### src/rtl/pc_sequencer_pkg.sv
// pc_seq_pkg: shared pc_select / branch_cond encodings,
// default reset PC and step, and the branch-condition evaluator.
package pc_seq_pkg;

  localparam logic [31:0] DEF_RESET_PC = 32'h0;
  localparam int DEF_PC_STEP = 4;

  typedef enum logic [2:0] {
    SEL_SEQ  = 3'b000,
    SEL_BR   = 3'b001,
    SEL_JMP  = 3'b010,
    SEL_JR   = 3'b011,
    SEL_CALL = 3'b100,
    SEL_RET  = 3'b101
  } pc_sel_e;

  typedef enum logic [2:0] {
    BC_EQ  = 3'b000,
    BC_NE  = 3'b001,
    BC_LT  = 3'b010,
    BC_GE  = 3'b011,
    BC_LTU = 3'b100,
    BC_GEU = 3'b101
  } br_cond_e;

  function automatic logic br_eval(
    input logic [2:0] c,
    input logic       z,
    input logic       n,
    input logic       v,
    input logic       cy
  );
    logic r;
    r = 1'b0;
    case (c)
      BC_EQ:   r = z;
      BC_NE:   r = !z;
      BC_LT:   r = n ^ v;
      BC_GE:   r = !(n ^ v);
      BC_LTU:  r = !cy;
      BC_GEU:  r = cy;
      default: r = 1'b0;
    endcase
    return r;
  endfunction

endpackage

### src/rtl/pc_sequencer_if.sv
// pc_sequencer_if: control/target inputs and PC/stack status outputs.
// master drives select, flags and targets; slave (the sequencer) drives PC and status.
interface pc_sequencer_if #(
  parameter int DATA_WIDTH   = 32,
  parameter int SIGNAL_WIDTH = 3
);
  logic                    stall;
  logic [SIGNAL_WIDTH-1:0] pc_select;
  logic [2:0]              branch_cond;
  logic                    zero;
  logic                    negative;
  logic                    overflow;
  logic                    carry;
  logic [DATA_WIDTH-1:0]   ext_sum;
  logic [DATA_WIDTH-1:0]   ext_signal;
  logic [DATA_WIDTH-1:0]   reg_bank_upper_data;
  logic [DATA_WIDTH-1:0]   pc_out;
  logic [DATA_WIDTH-1:0]   pc_plus;
  logic                    branch_taken;
  logic                    ras_empty;
  logic                    ras_full;
  logic                    ras_error;

  modport master (
    output stall, pc_select, branch_cond,
    output zero, negative, overflow, carry,
    output ext_sum, ext_signal, reg_bank_upper_data,
    input  pc_out, pc_plus, branch_taken,
    input  ras_empty, ras_full, ras_error
  );

  modport slave (
    input  stall, pc_select, branch_cond,
    input  zero, negative, overflow, carry,
    input  ext_sum, ext_signal, reg_bank_upper_data,
    output pc_out, pc_plus, branch_taken,
    output ras_empty, ras_full, ras_error
  );
endinterface

### src/rtl/pc_sequencer_return_stack.sv
// return_stack: circular return-address stack; a push when full overwrites
// the oldest entry. Only built when PC_SEQUENCER_RAS_EN is defined.
`ifdef PC_SEQUENCER_RAS_EN
module return_stack #(
  parameter int DW    = 32,
  parameter int DEPTH = 4
) (
  input  logic          clk,
  input  logic          rst_n,
  input  logic          i_push,
  input  logic          i_pop,
  input  logic [DW-1:0] i_data,
  output logic [DW-1:0] o_data,
  output logic          o_empty,
  output logic          o_full
);
  localparam int PW = $clog2(DEPTH);
  localparam int CW = $clog2(DEPTH + 1);

  logic [DW-1:0] r_mem [DEPTH];
  logic [PW-1:0] r_ptr;
  logic [CW-1:0] r_cnt;
  logic [PW-1:0] w_top;

  assign w_top   = r_ptr - PW'(1);
  assign o_data  = r_mem[w_top];
  assign o_empty = (r_cnt == '0);
  assign o_full  = (r_cnt == CW'(DEPTH));

  always_ff @(posedge clk or negedge rst_n) begin
    if (!rst_n) begin
      r_ptr <= '0;
      r_cnt <= '0;
    end else if (i_push) begin
      r_ptr <= r_ptr + PW'(1);
      if (!o_full) r_cnt <= r_cnt + CW'(1);
    end else if (i_pop && !o_empty) begin
      r_ptr <= w_top;
      r_cnt <= r_cnt - CW'(1);
    end
  end

  // storage needs no reset: the count gates every read
  always_ff @(posedge clk) begin
    if (i_push) r_mem[r_ptr] <= i_data;
  end
endmodule
`endif

### src/rtl/pc_sequencer.sv
// pc_sequencer: registered PC with branch/jump/call/return selection.
// Ports: clk, rst_n, bus (pc_sequencer_if.slave). Macro PC_SEQUENCER_RAS_EN adds the return stack.
import pc_seq_pkg::*;

module pc_sequencer #(
  parameter int DATA_WIDTH   = 32,
  parameter int SIGNAL_WIDTH = 3,
  parameter int RAS_DEPTH    = 4,
  parameter logic [DATA_WIDTH-1:0] RESET_PC = DATA_WIDTH'(DEF_RESET_PC),
  parameter int PC_STEP      = DEF_PC_STEP
) (
  input logic           clk,
  input logic           rst_n,
  pc_sequencer_if.slave bus
);
  logic [DATA_WIDTH-1:0] r_pc;
  logic [DATA_WIDTH-1:0] w_plus;
  logic [DATA_WIDTH-1:0] w_next;
  logic                  r_bt;
  logic                  w_bt;
  logic                  w_cond;
  logic                  w_is_br;
  logic                  w_is_jmp;
  logic                  w_is_jr;
  logic                  w_is_call;
  logic                  w_is_ret;
  logic                  w_empty;
  logic                  w_full;
  logic                  w_err;

  assign w_plus    = r_pc + DATA_WIDTH'(PC_STEP);
  assign w_is_br   = bus.pc_select == SIGNAL_WIDTH'(SEL_BR);
  assign w_is_jmp  = bus.pc_select == SIGNAL_WIDTH'(SEL_JMP);
  assign w_is_jr   = bus.pc_select == SIGNAL_WIDTH'(SEL_JR);
  assign w_is_call = bus.pc_select == SIGNAL_WIDTH'(SEL_CALL);
  assign w_is_ret  = bus.pc_select == SIGNAL_WIDTH'(SEL_RET);
  assign w_cond    = br_eval(bus.branch_cond, bus.zero,
                             bus.negative, bus.overflow, bus.carry);

`ifdef PC_SEQUENCER_RAS_EN
  logic [DATA_WIDTH-1:0] w_top;
  logic                  w_push;
  logic                  w_pop;
  logic                  r_err;

  assign w_push = !bus.stall && w_is_call;
  assign w_pop  = !bus.stall && w_is_ret;
  assign w_err  = r_err;

  return_stack #(
    .DW    (DATA_WIDTH),
    .DEPTH (RAS_DEPTH)
  ) u_ras (
    .clk     (clk),
    .rst_n   (rst_n),
    .i_push  (w_push),
    .i_pop   (w_pop),
    .i_data  (w_plus),
    .o_data  (w_top),
    .o_empty (w_empty),
    .o_full  (w_full)
  );

  always_ff @(posedge clk or negedge rst_n) begin
    if (!rst_n)                r_err <= 1'b0;
    else if (w_pop && w_empty) r_err <= 1'b1;
  end
`else
  assign w_empty = 1'b1;
  assign w_full  = 1'b0;
  assign w_err   = 1'b0;
`endif

  always_comb begin
    w_next = w_plus;
    w_bt   = 1'b0;
    unique case (1'b1)
      w_is_br: begin
        if (w_cond) begin
          w_next = bus.ext_sum;
          w_bt   = 1'b1;
        end
      end
      w_is_jmp, w_is_call: begin
        w_next = bus.ext_signal;
        w_bt   = 1'b1;
      end
      w_is_jr: begin
        w_next = bus.reg_bank_upper_data;
        w_bt   = 1'b1;
      end
      w_is_ret: begin
`ifdef PC_SEQUENCER_RAS_EN
        // empty stack: fall through sequentially
        if (!w_empty) begin
          w_next = w_top;
          w_bt   = 1'b1;
        end
`else
        w_next = bus.reg_bank_upper_data;
        w_bt   = 1'b1;
`endif
      end
      default: ;
    endcase
  end

  always_ff @(posedge clk or negedge rst_n) begin
    if (!rst_n) begin
      r_pc <= RESET_PC;
      r_bt <= 1'b0;
    end else if (!bus.stall) begin
      r_pc <= w_next;
      r_bt <= w_bt;
    end
  end

  assign bus.pc_out       = r_pc;
  assign bus.pc_plus      = w_plus;
  assign bus.branch_taken = r_bt;
  assign bus.ras_empty    = w_empty;
  assign bus.ras_full     = w_full;
  assign bus.ras_error    = w_err;
endmodule

### src/flat_wrapper.sv
// flat-port wrapper written by rule: the top's interface ports become plain ports
module pc_sequencer_flat 
#(
  parameter int DATA_WIDTH   = 32,
  parameter int SIGNAL_WIDTH = 3,
  parameter int RAS_DEPTH    = 4,
  parameter logic [DATA_WIDTH-1:0] RESET_PC = DATA_WIDTH'(DEF_RESET_PC),
  parameter int PC_STEP      = DEF_PC_STEP
)
  (clk, rst_n, bus_stall, bus_pc_select, bus_branch_cond, bus_zero, bus_negative, bus_overflow, bus_carry, bus_ext_sum, bus_ext_signal, bus_reg_bank_upper_data, bus_pc_out, bus_pc_plus, bus_branch_taken, bus_ras_empty, bus_ras_full, bus_ras_error);
  pc_sequencer_if #(.DATA_WIDTH(DATA_WIDTH), .SIGNAL_WIDTH(SIGNAL_WIDTH)) bus_i ();
  input logic clk;
  input logic rst_n;
  input wire logic [$bits(bus_i.stall)-1:0] bus_stall;
  input wire logic [$bits(bus_i.pc_select)-1:0] bus_pc_select;
  input wire logic [$bits(bus_i.branch_cond)-1:0] bus_branch_cond;
  input wire logic [$bits(bus_i.zero)-1:0] bus_zero;
  input wire logic [$bits(bus_i.negative)-1:0] bus_negative;
  input wire logic [$bits(bus_i.overflow)-1:0] bus_overflow;
  input wire logic [$bits(bus_i.carry)-1:0] bus_carry;
  input wire logic [$bits(bus_i.ext_sum)-1:0] bus_ext_sum;
  input wire logic [$bits(bus_i.ext_signal)-1:0] bus_ext_signal;
  input wire logic [$bits(bus_i.reg_bank_upper_data)-1:0] bus_reg_bank_upper_data;
  output wire logic [$bits(bus_i.pc_out)-1:0] bus_pc_out;
  output wire logic [$bits(bus_i.pc_plus)-1:0] bus_pc_plus;
  output wire logic [$bits(bus_i.branch_taken)-1:0] bus_branch_taken;
  output wire logic [$bits(bus_i.ras_empty)-1:0] bus_ras_empty;
  output wire logic [$bits(bus_i.ras_full)-1:0] bus_ras_full;
  output wire logic [$bits(bus_i.ras_error)-1:0] bus_ras_error;
  assign bus_i.stall = bus_stall;
  assign bus_i.pc_select = bus_pc_select;
  assign bus_i.branch_cond = bus_branch_cond;
  assign bus_i.zero = bus_zero;
  assign bus_i.negative = bus_negative;
  assign bus_i.overflow = bus_overflow;
  assign bus_i.carry = bus_carry;
  assign bus_i.ext_sum = bus_ext_sum;
  assign bus_i.ext_signal = bus_ext_signal;
  assign bus_i.reg_bank_upper_data = bus_reg_bank_upper_data;
  assign bus_pc_out = bus_i.pc_out;
  assign bus_pc_plus = bus_i.pc_plus;
  assign bus_branch_taken = bus_i.branch_taken;
  assign bus_ras_empty = bus_i.ras_empty;
  assign bus_ras_full = bus_i.ras_full;
  assign bus_ras_error = bus_i.ras_error;
  pc_sequencer #(.DATA_WIDTH(DATA_WIDTH), .SIGNAL_WIDTH(SIGNAL_WIDTH), .RAS_DEPTH(RAS_DEPTH), .RESET_PC(RESET_PC), .PC_STEP(PC_STEP)) u_core (.clk(clk), .rst_n(rst_n), .bus(bus_i));
endmodule
### config.mk
export PLATFORM = sky130hd
export DESIGN_NAME = pc_sequencer_flat
export DESIGN_NICKNAME = d
export VERILOG_FILES = /design/src/rtl/pc_sequencer_pkg.sv /design/src/rtl/pc_sequencer_if.sv /design/src/rtl/pc_sequencer_return_stack.sv /design/src/rtl/pc_sequencer.sv /design/src/flat_wrapper.sv
export SDC_FILE = /design/constraint.sdc
export NUM_CORES = 1
export LEC_CHECK = 0
export CAP_MARGIN = 20
export CORE_ASPECT_RATIO = 2
export CORE_MARGIN = 5
export CORE_UTILIZATION = 43
export DETAILED_ROUTE_END_ITERATION = 16
export HOLD_SLACK_MARGIN = 0.1
export PLACE_DENSITY_LB_ADDON = 0.15
export RECOVER_POWER = 100
export SLEW_MARGIN = 0
export SYNTH_ARGS = -nofsm -noshare
export SYNTH_HDL_FRONTEND = slang
export SYNTH_SLANG_ARGS = --single-unit
### constraint.sdc
create_clock -name clk -period 4.1 [get_ports clk]
set_input_delay 0.615 -clock clk [delete_from_list [all_inputs] [get_ports clk]]
set_output_delay 0.615 -clock clk [all_outputs]
set_load 0.02 [all_outputs]
==> results.md, run 1 <==
| Step | Parameter | Reported |
|---|---|---|
| run status | Outcome | complete, but fails checks |
| run status | Violated checks | capacitance limit, slew limit |
| route | WL/cell | 19.8 um |
| timing | Setup Viol. Count Final | 0 |
| pwr | Total power per unit cell area | 336 mW/mm^2 |
| clock network | Clock buffer count from CTS | 5 |
| floorplan | Chip width | 70.8 um |
| route | Routed via count | 3733 |
| clock network | Buffers from clock root to sink, at most | 2 |
| global route | GRT overflow | 0 |
| route | First-pass DRT Iterations | 5 |
| timing | Worst setup skew after layout | 0.00480 ns |
| timing | Maximum achievable frequency | 271 MHz |
| worst setup path | Worst Setup End Kind | output port |
| global route | Met1 usage in global routing | 26.0% |
| global route | Met3 track demand over resource | 5.35% |
| worst setup path | R2r setup slk | 1.51 ns |
| route | Antenna Violating Nets Remaining | 0 |
| finish | Synthesis-to-finish area growth | 58.2% |
| logic synthesis | Part of the Yosys area used for sequential elements | 26.0% |
| global route | Layer with the highest usage after global routing | met2 |
| timing | Tightest slew margin relative to the limit | -37.0% |
| worst setup path | Crit path cell chain | ha_1 -> nand4_1 -> nor4_2 -> nand3_1 -> xnor2_1 -> dlygate4sd3_1 |
| worst setup path | Maximum single-stage delay on the critical path | 0.73 ns |
| place | Cell Count Post-Placement | 627 |
| floorplan | Row cnt | 44 |
| logic synthesis | Syn avg cell area | 8.23 um^2 |
| clock network | Clock-pin transition on the worst setup and hold timing paths | 0.06 ns |
| clock network | Clock sink total | 33 |
| worst setup path | Arrival @ worst endpoint | 3.08 ns |
| global route | Largest net degree at the start of global routing | 62 |
| min path | Hold/Removal Path Class | reg -> reg |
| clock network | Post-cts resize count | 0 |
| floorplan | Overall die area | 0.00931 mm^2 |
| finish | Ratio of cells with drive above 1 in the final layout | 5.89% |
| worst setup path | Slowest stage cell, crit path | sky130_fd_sc_hd__dlygate4sd3_1 |
| global route | Antenna violations before repair | 1 |
| timing | Minimum clock period | 3.70 ns |
| place | Final RePlAce weighted congestion | 0.963 |
| worst setup path | Required arrival time at the worst endpoint | 3.48 ns |
| timing | Slew Viols, Final | 34 |
| flow run | Max-cap check violation count | 1 |
| floorplan | Overall die height | 132 um |
| global route | Number of global-route vias before repair | 3897 |
| place | HPWL after detailed placement | 10100 um |
| finish | Layout Cells excl Fill | 636 |
| floorplan | Boundary Pins | 177 |
| logic synthesis | Prevailing post-synth register cell | sky130_fd_sc_hd__dfrtp_1 |
| logic synthesis | Async set-reset flop share out of synthesis | 100% |
| route | Routed WL | 12600 um |
| logic synthesis | Number of warnings issued by yosys | 0 |
| route | Via-to-Cell Ratio | 5.87 |
| logic synthesis | Number of enable flip-flop cells after synthesis | 0 |
| timing | Summed negative setup slack over all endpoints | 0 ns |
| clock network | Root buffer selected by CTS | sky130_fd_sc_hd__clkbuf_16 |
| timing | Unrepaired setup endpoints after global routing | false |
| timing | Total count of hold-check failures in the final report | 0 |
| route | Detailed-route DRC error count | 0 |
| global route | First-pass GRT wire length | 19700 um |
| logic synthesis | Number of unique standard cell types used by synthesis | 65 |
| logic synthesis | #FFs+latches synth | 33 |
| finish | Multi-input combinational cell area | 0.00214 mm^2 |
| clock network | Clock latency of the later-clocked register in the worst-skew pair | 0.29 ns |
| pwr | Peak VDD IR | 0.295 mV |
| route | Iter 0 DRT Violations | 222 |
| logic synthesis | Post-synthesis cell area | 0.00318 mm^2 |
| global route | Overall track demand over capacity in global routing | 26.5% |
| place | Number of input and output port buffers inserted | 173 |
| worst setup path | Startpoint-to-endpoint class of the critical path | reg -> out |
| timing | Final period util | 90.1% |
| floorplan | Core outline area | 0.00721 mm^2 |
| worst setup path | Worst Setup Start Kind | register |
| clock network | CTS Hold Buffers Added | 0 |
| clock network | Number of H-tree branching levels | 2 |
| clock network | Setup bufs post-CTS | 0 |
| finish | Number of fill cells in the layout | 613 |
| global route | Met2 usage in global routing | 49.3% |
| finish | Area taken by flip-flops and latches | 826 um^2 |
| logic synthesis | Number of cells produced by synthesis | 386 |
| floorplan | Starting density of the core | 44.0% |
| clock network | Clock tree from TritonCTS | done |
| worst setup path | Max Fanout on Critical Path | 6 |
| finish | Final layout net count | 652 |
| timing | Transition time at the pin with the least slew margin | 2.05 ns |
| pwr | Leakage component of the power | 0.00203 uW |
[power breakdown]
part,internal (uW),total [uW],switching (uW)
clock network,223,379,155
logic,397,812,415
registers,386,496,110
[area by class of cell]
cell class	instances	area share, %
Antenna cell	1	0.0498
Sequential cell	33	16.4
Multi-Input combinational cell	312	42.6
Tap cell	92	2.29
Timing Repair Buffer	181	35.2
Clock inverter	2	0.199
Clock buffer	6	2.57
Inverter	9	0.672
[metrics by stage]
stage               area, um^2  hold slack [ns]  util, %  worst slack, ns  total power, uW
floorplan                 3180            0.319        -             1.38              922
global placement          4910            0.526     68.0            0.919             1350
detailed placement        4910            0.505     68.0            0.898             1370
CTS                       5040            0.453     70.0            0.573             1750
global route              5020            0.561     69.7            0.191             1760
finish                    5020            0.507     69.7            0.404             1690
[placed cells by master (no fill, tap or decap), drive strengths merged, types with 4 or more instances in the layout]
| cell type | n |
|---|---|
| a21oi | 22 |
| a221o | 9 |
| a2bb2oi | 6 |
| a31oi | 7 |
| and4 | 5 |
| buf | 8 |
| clkbuf | 9 |
| clkdlybuf4s50 | 107 |
| dfrtp | 33 |
| dlygate4sd3 | 63 |
| inv | 8 |
| mux2i | 30 |
| nand2 | 32 |
| nand3 | 17 |
| nand4 | 19 |
| nor2 | 36 |
| nor3 | 7 |
| o211ai | 10 |
| o21ai | 9 |
| o31ai | 12 |
| or2 | 7 |
| or4 | 4 |
| xnor2 | 23 |
| xor2 | 5 |
[state kept, by name (all words and copies together) (netlist names)]
signal and count:
u_core.bus.pc_out 32, u_core.bus.branch_taken 1
[metal layers]
metal | vias to the layer above | part of all wire, %
li1 | 1760 | -
met1 | 1767 | 32
met2 | 174 | 57
met3 | 32 | 6.9
met4 | 0 | 4.8
met5 | - | 0
[cells in the mapped netlist (all sizes together) (2+ instances only)]
cell      n  area (um^2)
a21o      2         15.0
a21oi    22          110
a221o     9         90.1
a2bb2oi   6         52.6
a31oi     7         43.8
and3      2         12.5
and4      5         43.8
buf      22          136
clkbuf   11         42.5
conb      2         7.51
dfrtp    33          826
inv       8         30.0
mux2      2         22.5
mux2i    30          300
nand2    32          120
nand2b    3         18.8
nand3    17         85.1
nand3b    2         15.0
nand4    19          131
nor2     36          138
nor2b     2         12.5
nor3      7         40.0
nor4      2         42.5
o211ai   10         75.1
o21a      2         15.0
o21ai     9         45.0
o221ai    3         26.3
o2bb2ai   3         26.3
o311ai    2         17.5
o31a      3         26.3
o31ai    12         90.1
or2       7         43.8
or4       4         30.0
xnor2    23          201
xor2      5         43.8
[worst max-delay path: cells and delay by family (launching register included)]
kind | cells | cell delay (ns)
fa+ha+maj | 1 | 0.30
buf+inv | 1 | 0.73
flops | 1 | 0.43
xor+xnor | 1 | 0.19
simple gates | 3 | 1.14
[final timing paths]
check / startpoint / end / cells past startpoint
max: u_core.bus.pc_out[2] / bus_pc_plus[28] / 6
max in group asynchronous: rst_n / u_core.bus.pc_out[31] / 1
min reg2reg: u_core.bus.branch_taken / u_core.bus.branch_taken / 1
min in group asynchronous: rst_n / u_core.bus.pc_out[21] / 1
min: u_core.bus.branch_taken / u_core.bus.branch_taken / 1
max reg2reg: u_core.bus.pc_out[2] / u_core.bus.pc_out[24] / 6
[cell families after synthesis]
group	synth area share [%]
AO/OA/AOI/OAI	23.8
XOR/XNOR	8.43
adder cells (fa/ha/maj)	0.394
buffers and inverters	6.70
flip-flops	26.0
multiplexers	10.2
other	0.236
AND/OR/NAND/NOR	24.3
(Power assumes the default switching activity.)
==> run 2, diff against run 1 <==
- ABC_AREA: unset -> 0
- CTS_BUF_LIST: unset -> sky130_fd_sc_hd__clkbuf_4 sky130_fd_sc_hd__clkbuf_8
==> run 2 against run 1 <==
First-iteration DRC count down 11%. Clock-buffer cell count stayed put. Highest routed layer unchanged. Combinational power barely moved. Final cell count unchanged. Die area unchanged. The flow still finishes with violations (capacitance limit, slew limit). Global-route usage about the same. Sequential share of layout area up 0.14 points.
==> results.md, run 2 (synthesis gave the netlist of run 1 again) <==
| Step | Parameter | Reported | Change |
|---|---|---|---|
| pwr | Leakage component of the power | 0.00202 uW | was 0.00203 uW |
| pwr | Total power per unit cell area | 315 mW/mm^2 | was 336 mW/mm^2 |
| route | Via-to-Cell Ratio | 5.87 | unchanged |
| timing | Final period util | 88.3% | was 90.1% |
| worst setup path | Worst Setup Start Kind | register | unchanged |
| finish | Utilization after layout | 69.0% | was 69.7% |
| global route | Layer with the highest usage after global routing | met2 | unchanged |
| worst setup path | Reg2reg start | u_core.bus.pc_out[2] | unchanged |
| pwr | Peak VDD IR | 0.292 mV | was 0.295 mV |
| floorplan | Chip width | 70.8 um | unchanged |
| worst setup path | Buf+Inv Stages, Crit Path | 1 | unchanged |
| finish | Synthesis-to-finish area growth | 56.8% | was 58.2% |
| finish | Ratio of cells with drive above 1 in the final layout | 6.08% | was 5.89% |
| clock network | Post-cts resize count | 0 | unchanged |
| worst setup path | Slowest stage cell, crit path | sky130_fd_sc_hd__dlygate4sd3_1 | unchanged |
| clock network | Clock latency of the later-clocked register in the worst-skew pair | 0.31 ns | was 0.29 ns |
| floorplan | Boundary Pins | 177 | unchanged |
| timing | Unrepaired setup endpoints after global routing | false | unchanged |
| global route | Met2 usage in global routing | 48.8% | was 49.3% |
| global route | Met1 usage in global routing | 25.6% | was 26.0% |
| timing | Transition time at the pin with the least slew margin | 2.00 ns | was 2.05 ns |
| flow run | Max-cap check violation count | 1 | unchanged |
| timing | Summed negative setup slack over all endpoints | 0 ns | unchanged |
| floorplan | Core outline area | 0.00721 mm^2 | unchanged |
| worst setup path | Required arrival time at the worst endpoint | 3.48 ns | about the same |
| clock network | Clock tree from TritonCTS | done | unchanged |
| finish | Flip-flop count of the largest register after layout | 32 | unchanged |
| finish | Area taken by flip-flops and latches | 826 um^2 | unchanged |
| clock network | Clock-pin transition on the worst setup and hold timing paths | 0.08 ns | was 0.06 ns |
| worst setup path | Cell family with the largest share of critical-path delay | simple AND/OR/NAND/NOR gates | unchanged |
| clock network | CTS Hold Buffers Added | 0 | unchanged |
| clock network | Root buffer selected by CTS | sky130_fd_sc_hd__clkbuf_8 | was sky130_fd_sc_hd__clkbuf_16 |
| clock network | Clock buffer count from CTS | 5 | unchanged |
| worst setup path | Arrival @ worst endpoint | 3.00 ns | was 3.08 ns |
| worst setup path | Depth of the most critical reg-to-reg path | 6 | unchanged |
| place | Number of input and output port buffers inserted | 173 | unchanged |
| route | Detailed-route DRC error count | 0 | unchanged |
| route | Routed WL | 12600 um | about the same |
| route | First-pass DRT Iterations | 5 | unchanged |
| clock network | Number of H-tree branching levels | 2 | unchanged |
| timing | Slew Viols, Final | 34 | unchanged |
| worst setup path | Worst Setup End Kind | output port | unchanged |
| pwr | Total power of the final layout | 1570 uW | was 1690 uW |
| worst setup path | Reg2reg end | u_core.bus.pc_out[24] | unchanged |
| worst setup path | R2r setup slk | 1.64 ns | was 1.51 ns |
| worst setup path | End of the critical path | bus_pc_plus[31] | was bus_pc_plus[28] |
| floorplan | Row cnt | 44 | unchanged |
| floorplan | Overall die area | 0.00931 mm^2 | unchanged |
| floorplan | Overall die height | 132 um | unchanged |
| run status | Violated checks | capacitance limit, slew limit | unchanged |
| finish | Number of fill cells in the layout | 619 | was 613 |
| clock network | Setup bufs post-CTS | 0 | unchanged |
| worst setup path | Startpoint-to-endpoint class of the critical path | reg -> out | unchanged |
| timing | Setup Viol. Count Final | 0 | unchanged |
| run status | Outcome | complete, but fails checks | unchanged |
| finish | Final layout net count | 652 | unchanged |
| worst setup path | Max Fanout on Critical Path | 9 | was 6 |
| timing | Total count of hold-check failures in the final report | 0 | unchanged |
| route | WL/cell | 19.8 um | about the same |
| timing | Worst setup skew after layout | 0.00693 ns | was 0.00480 ns |
| global route | Met3 track demand over resource | 6.12% | was 5.35% |
| global route | Overall track demand over capacity in global routing | 26.5% | about the same |
| route | Iter 0 DRT Violations | 197 | was 222 |
| route | Antenna Violating Nets Remaining | 0 | unchanged |
| clock network | Clock sink total | 33 | unchanged |
| place | HPWL after detailed placement | 10100 um | unchanged |
| finish | Highest-count cells in the layout ignoring fill and taps | sky130_fd_sc_hd__clkdlybuf4s50_1, sky130_fd_sc_hd__dlygate4sd3_1, sky130_fd_sc_hd__nor2_1, sky130_fd_sc_hd__dfrtp_1, sky130_fd_sc_hd__nand2_1 | unchanged |
| finish | Multi-input combinational cell area | 0.00215 mm^2 | was 0.00214 mm^2 |
| worst setup path | Maximum single-stage delay on the critical path | 0.71 ns | was 0.73 ns |
| route | Routed via count | 3733 | unchanged |
| timing | Maximum achievable frequency | 276 MHz | was 271 MHz |
| floorplan | Starting density of the core | 44.0% | unchanged |
| clock network | Buffers from clock root to sink, at most | 2 | unchanged |
| finish | Leading cell type in the layout, fill and taps excluded | sky130_fd_sc_hd__clkdlybuf4s50_1 | unchanged |
| worst setup path | Launching instance or port of the critical path | u_core.bus.pc_out[4] | was u_core.bus.pc_out[2] |
| min path | Hold/Removal Path Class | reg -> reg | unchanged |
| global route | Number of global-route vias before repair | 3920 | was 3897 |
| timing | Tightest slew margin relative to the limit | -33.2% | was -37.0% |
| worst setup path | Crit path cell chain | nand3_1 -> nor3_2 -> nand4_1 -> xnor2_1 -> dlygate4sd3_1 | was ha_1 -> nand4_1 -> nor4_2 -> nand3_1 -> xnor2_1 -> dlygate4sd3_1 |
| global route | Largest net degree at the start of global routing | 62 | unchanged |
| global route | Antenna violations before repair | 1 | unchanged |
| global route | First-pass GRT wire length | 19600 um | was 19700 um |
| global route | GRT overflow | 0 | unchanged |
| timing | Minimum clock period | 3.62 ns | was 3.70 ns |
| worst setup path | Cell count along the critical path | 5 | was 6 |
| place | Final RePlAce weighted congestion | 0.963 | unchanged |
run 2: power by group:
group / switching [uW] / internal [uW] / total (uW) / leakage [uW]
Combinational: 415 / 395 / 810 / 0.00157
Sequential: 110 / 385 / 496 / 0.000402
Clock: 139 / 124 / 263 / 0.0000484
run 2: stage by stage:
| stage | hold WS, ns | cell area [um^2] | setup slack, ns | cells |
|---|---|---|---|---|
| 6_report | 0.516 | 4980 | 0.481 | 636 |
| 5_1_grt | 0.567 | 4980 | 0.299 | 636 |
| 4_1_cts | 0.434 | 4990 | 0.549 | 635 |
| 3_5_place_dp | 0.505 | 4910 | 0.898 | 627 |
| 3_3_place_gp | 0.526 | 4910 | 0.919 | 627 |
| 2_1_floorplan | 0.319 | 3180 | 1.38 | 387 |
run 2: cell type report:
class	count	share of cell area, %
multi-input cells	312	43.1
repair buffers	181	35.5
flip-flops and latches	33	16.6
well taps	92	2.31
clock buffers	6	1.53
inverters	9	0.678
clock inverters	2	0.201
diodes	1	0.0503
run 2: per-layer routing:
layer | vias up | routed length, um
met2 | 175 | 6880
met4 | 0 | 724
met1 | 1760 | 4150
met3 | 42 | 840
li1 | 1756 | -
met5 | - | 0
run 2: worst min-delay path by stage:
stage / to / startpoint / slack, ns / cells past startpoint
6_report: u_core.bus.branch_taken / u_core.bus.branch_taken / 0.52 / 1
5_1_grt: u_core.bus.branch_taken / u_core.bus.branch_taken / 0.57 / 1
4_1_cts: u_core.bus.pc_out[8] / rst_n / 0.43 / 1
3_5_place_dp: u_core.bus.branch_taken / u_core.bus.branch_taken / 0.51 / 1
3_3_place_gp: u_core.bus.branch_taken / u_core.bus.branch_taken / 0.53 / 1
2_1_floorplan: u_core.bus.branch_taken / rst_n / 0.32 / 0
==> run 3, diff against run 2 <==
- CORE_MARGIN: 5 -> 2
- SKIP_CTS_REPAIR_TIMING: unset -> 1
==> run 3 against run 2 <==
The run still ends with capacitance limit, slew limit left. Largest power group unchanged. Setup slack lost 0.12 ns. Flip-flop and latch count is the same. Register-to-register slack worse by 0.16 ns. Critical path type unchanged. Core utilization rose by 0.26 points. Power up 4.8%. Maximum frequency shrank 3.3%. Sequential power hardly changed. Combinational power hardly changed. Final cell count fell by 0.16%. Via count increased by 1.3%.
==> results.md, run 3 (synthesis gave the netlist of run 1 again) <==
| Step | Parameter | Reported | Change |
|---|---|---|---|
| finish | Ant diodes | 0 | was 1 |
| min path | Worst-case hold path end point | u_core.bus.branch_taken | unchanged |
| pwr | Total power per unit cell area | 329 mW/mm^2 | was 315 mW/mm^2 |
| timing | Unrepaired setup endpoints after global routing | false | unchanged |
| min path | Worst hold path depth | 1 | unchanged |
| pwr | Part of the power in the clock network | 20.8% | was 16.8% |
| worst setup path | R2r setup slk | 1.48 ns | was 1.64 ns |
| timing | Total count of hold-check failures in the final report | 0 | unchanged |
| worst setup path | Required arrival time at the worst endpoint | 3.48 ns | about the same |
| route | Antenna Violating Nets Remaining | 0 | unchanged |
| finish | Leading cell type in the layout, fill and taps excluded | sky130_fd_sc_hd__clkdlybuf4s50_1 | unchanged |
| worst setup path | Reg2reg end | u_core.bus.pc_out[24] | unchanged |
| timing | Worst setup skew after layout | 0.0108 ns | was 0.00693 ns |
| worst setup path | Depth of the most critical reg-to-reg path | 6 | unchanged |
| timing | Setup Viol. Count Final | 0 | unchanged |
| route | Via-to-Cell Ratio | 5.95 | was 5.87 |
| finish | Flip-flop count of the largest register after layout | 32 | unchanged |
| timing | Summed negative setup slack over all endpoints | 0 ns | unchanged |
| pwr | Psw | 659 uW | was 664 uW |
| worst setup path | Arrival @ worst endpoint | 3.13 ns | was 3.00 ns |
| floorplan | Row cnt | 44 | unchanged |
| worst setup path | Max Fanout on Critical Path | 6 | was 9 |
| timing | Maximum achievable frequency | 267 MHz | was 276 MHz |
| route | Routed WL | 12000 um | was 12600 um |
| pwr | Fraction of power consumed by combinational cells | 49.1% | was 51.6% |
| worst setup path | Worst Setup Start Kind | register | unchanged |
| clock network | Clock tree from TritonCTS | done | unchanged |
| clock network | Clock sink total | 33 | unchanged |
| finish | Highest-count cells in the layout ignoring fill and taps | sky130_fd_sc_hd__clkdlybuf4s50_1, sky130_fd_sc_hd__dlygate4sd3_1, sky130_fd_sc_hd__nor2_1, sky130_fd_sc_hd__dfrtp_1, sky130_fd_sc_hd__nand2_1 | unchanged |
| worst setup path | Launching instance or port of the critical path | u_core.bus.pc_out[2] | was u_core.bus.pc_out[4] |
| route | First-pass DRT Iterations | 5 | unchanged |
| floorplan | Starting density of the core | 44.0% | unchanged |
| route | WL/cell | 18.9 um | was 19.8 um |
| pwr | Switching fraction of total power | 40.1% | was 42.3% |
| worst setup path | Startpoint-to-endpoint class of the critical path | reg -> out | unchanged |
| global route | Antenna violations before repair | 0 | was 1 |
| place | HPWL after detailed placement | 9440 um | was 10100 um |
| flow run | Max-cap check violation count | 1 | unchanged |
| timing | Final period util | 91.3% | was 88.3% |
| worst setup path | Reg2reg start | u_core.bus.pc_out[2] | unchanged |
| global route | GRT overflow | 0 | unchanged |
| finish | Utilization after layout | 69.3% | was 69.0% |
| pwr | Share of power burned in registers | 30.1% | was 31.6% |
| global route | Number of global-route vias before repair | 3835 | was 3920 |
| floorplan | Boundary Pins | 177 | unchanged |
| pwr | Peak VDD IR | 0.217 mV | was 0.292 mV |
| floorplan | Core outline area | 0.00721 mm^2 | unchanged |
| worst setup path | Worst Setup End Kind | output port | unchanged |
| clock network | Clock-pin transition on the worst setup and hold timing paths | 0.08 ns | about the same |
| floorplan | Overall die height | 126 um | was 132 um |
| timing | Slew Viols, Final | 34 | unchanged |
| pwr | Leakage component of the power | 0.00201 uW | was 0.00202 uW |
| finish | Synthesis-to-finish area growth | 57.4% | was 56.8% |
| timing | Minimum clock period | 3.74 ns | was 3.62 ns |
| min path | Hold path startpoint | u_core.bus.branch_taken | unchanged |
| global route | First-pass GRT wire length | 18600 um | was 19600 um |
| place | Final RePlAce weighted congestion | 0.956 | was 0.963 |
| clock network | Clock buffer count from CTS | 5 | unchanged |
| finish | Final layout net count | 652 | unchanged |
| run status | Violated checks | capacitance limit, slew limit | unchanged |
| clock network | Clock latency of the later-clocked register in the worst-skew pair | 0.30 ns | was 0.31 ns |
| global route | Largest net degree at the start of global routing | 48 | was 62 |
| clock network | Buffers from clock root to sink, at most | 2 | unchanged |
| timing | Transition time at the pin with the least slew margin | 1.94 ns | was 2.00 ns |
| route | Iter 0 DRT Violations | 310 | was 197 |
| global route | Overall track demand over capacity in global routing | 29.4% | was 26.5% |
| route | Detailed-route DRC error count | 0 | unchanged |
| min path | Hold/Removal Path Class | reg -> reg | unchanged |
| clock network | Root buffer selected by CTS | sky130_fd_sc_hd__clkbuf_8 | unchanged |
| timing | Tightest slew margin relative to the limit | -29.6% | was -33.2% |
| finish | Number of fill cells in the layout | 619 | unchanged |
| pwr | Internal portion of total power | 986 uW | was 905 uW |
| floorplan | Overall die area | 0.00813 mm^2 | was 0.00931 mm^2 |
| finish | Ratio of cells with drive above 1 in the final layout | 5.89% | was 6.08% |
| place | Number of input and output port buffers inserted | 173 | unchanged |
| floorplan | Chip width | 64.8 um | was 70.8 um |
| route | Routed via count | 3781 | was 3733 |
| timing | Worst hold slack | 0.508 ns | was 0.516 ns |
| clock network | Number of H-tree branching levels | 2 | unchanged |
| run status | Outcome | complete, but fails checks | unchanged |
## run 3: changes by cell type in the layout (fill, tap and decap cells not counted), sizes merged
cell           change
dlygate4sd3        -1
buf                -1
clkinv             -2
diode              -1
clkdlybuf4s50      +1
clkbuf             +2
bufinv             +1
## run 3: layer usage
layer / GRT usage, % / share of wire, %
met4: 19.0 / 5.2
met1: 29.9 / 35
met3: 3.78 / 5.6
met2: 53.8 / 55
met5: 0 / 0
## run 3: final cells by class
class	instances	area (um^2)	area share, %
Inverter	9	33.8	0.676
Tap cell	92	115	2.30
Timing Repair Buffer	181	1760	35.3
Sequential cell	33	826	16.5
Multi-Input combinational cell	312	2140	42.8
Clock inverter	1	30.0	0.601
Clock buffer	7	90.1	1.80
## run 3: power groups by stage
stage	sequential [uW]	clock, uW	combinational [uW]
2_1_floorplan	543	0	379
3_3_place_gp	497	0	849
3_5_place_dp	502	0	858
4_1_cts	496	344	861
5_1_grt	509	354	858
6_report	495	341	807
## run 3: worst max path at each step
stage	slack [ns]	end	cells after the start
after global placement	0.98	bus_pc_plus[31]	5
after CTS	0.56	bus_pc_plus[18]	6
final	0.36	bus_pc_plus[26]	6
after detailed placement	0.91	bus_pc_plus[18]	6
after floorplan	1.38	bus_pc_plus[18]	5
after global routing	0.19	bus_pc_plus[22]	6
## run 3: through the flow
step | instance area, um^2 | power [uW] | worst slack [ns] | std cells
floorplan | 3180 | 922 | 1.38 | 387
global placement | 4910 | 1350 | 0.980 | 627
detailed placement | 4910 | 1360 | 0.910 | 627
CTS | 5030 | 1700 | 0.560 | 635
global route | 5000 | 1720 | 0.189 | 635
finish | 5000 | 1640 | 0.358 | 635
## run 3: critical path, cell delays in order, from the launching register on
cell and delay (ns):
sky130_fd_sc_hd__dfrtp_1 0.45, sky130_fd_sc_hd__ha_1 0.29, sky130_fd_sc_hd__nand4_1 0.25, sky130_fd_sc_hd__nor4_2 0.67, sky130_fd_sc_hd__nand3_1 0.28, sky130_fd_sc_hd__xnor2_1 0.19, sky130_fd_sc_hd__dlygate4sd3_1 0.69
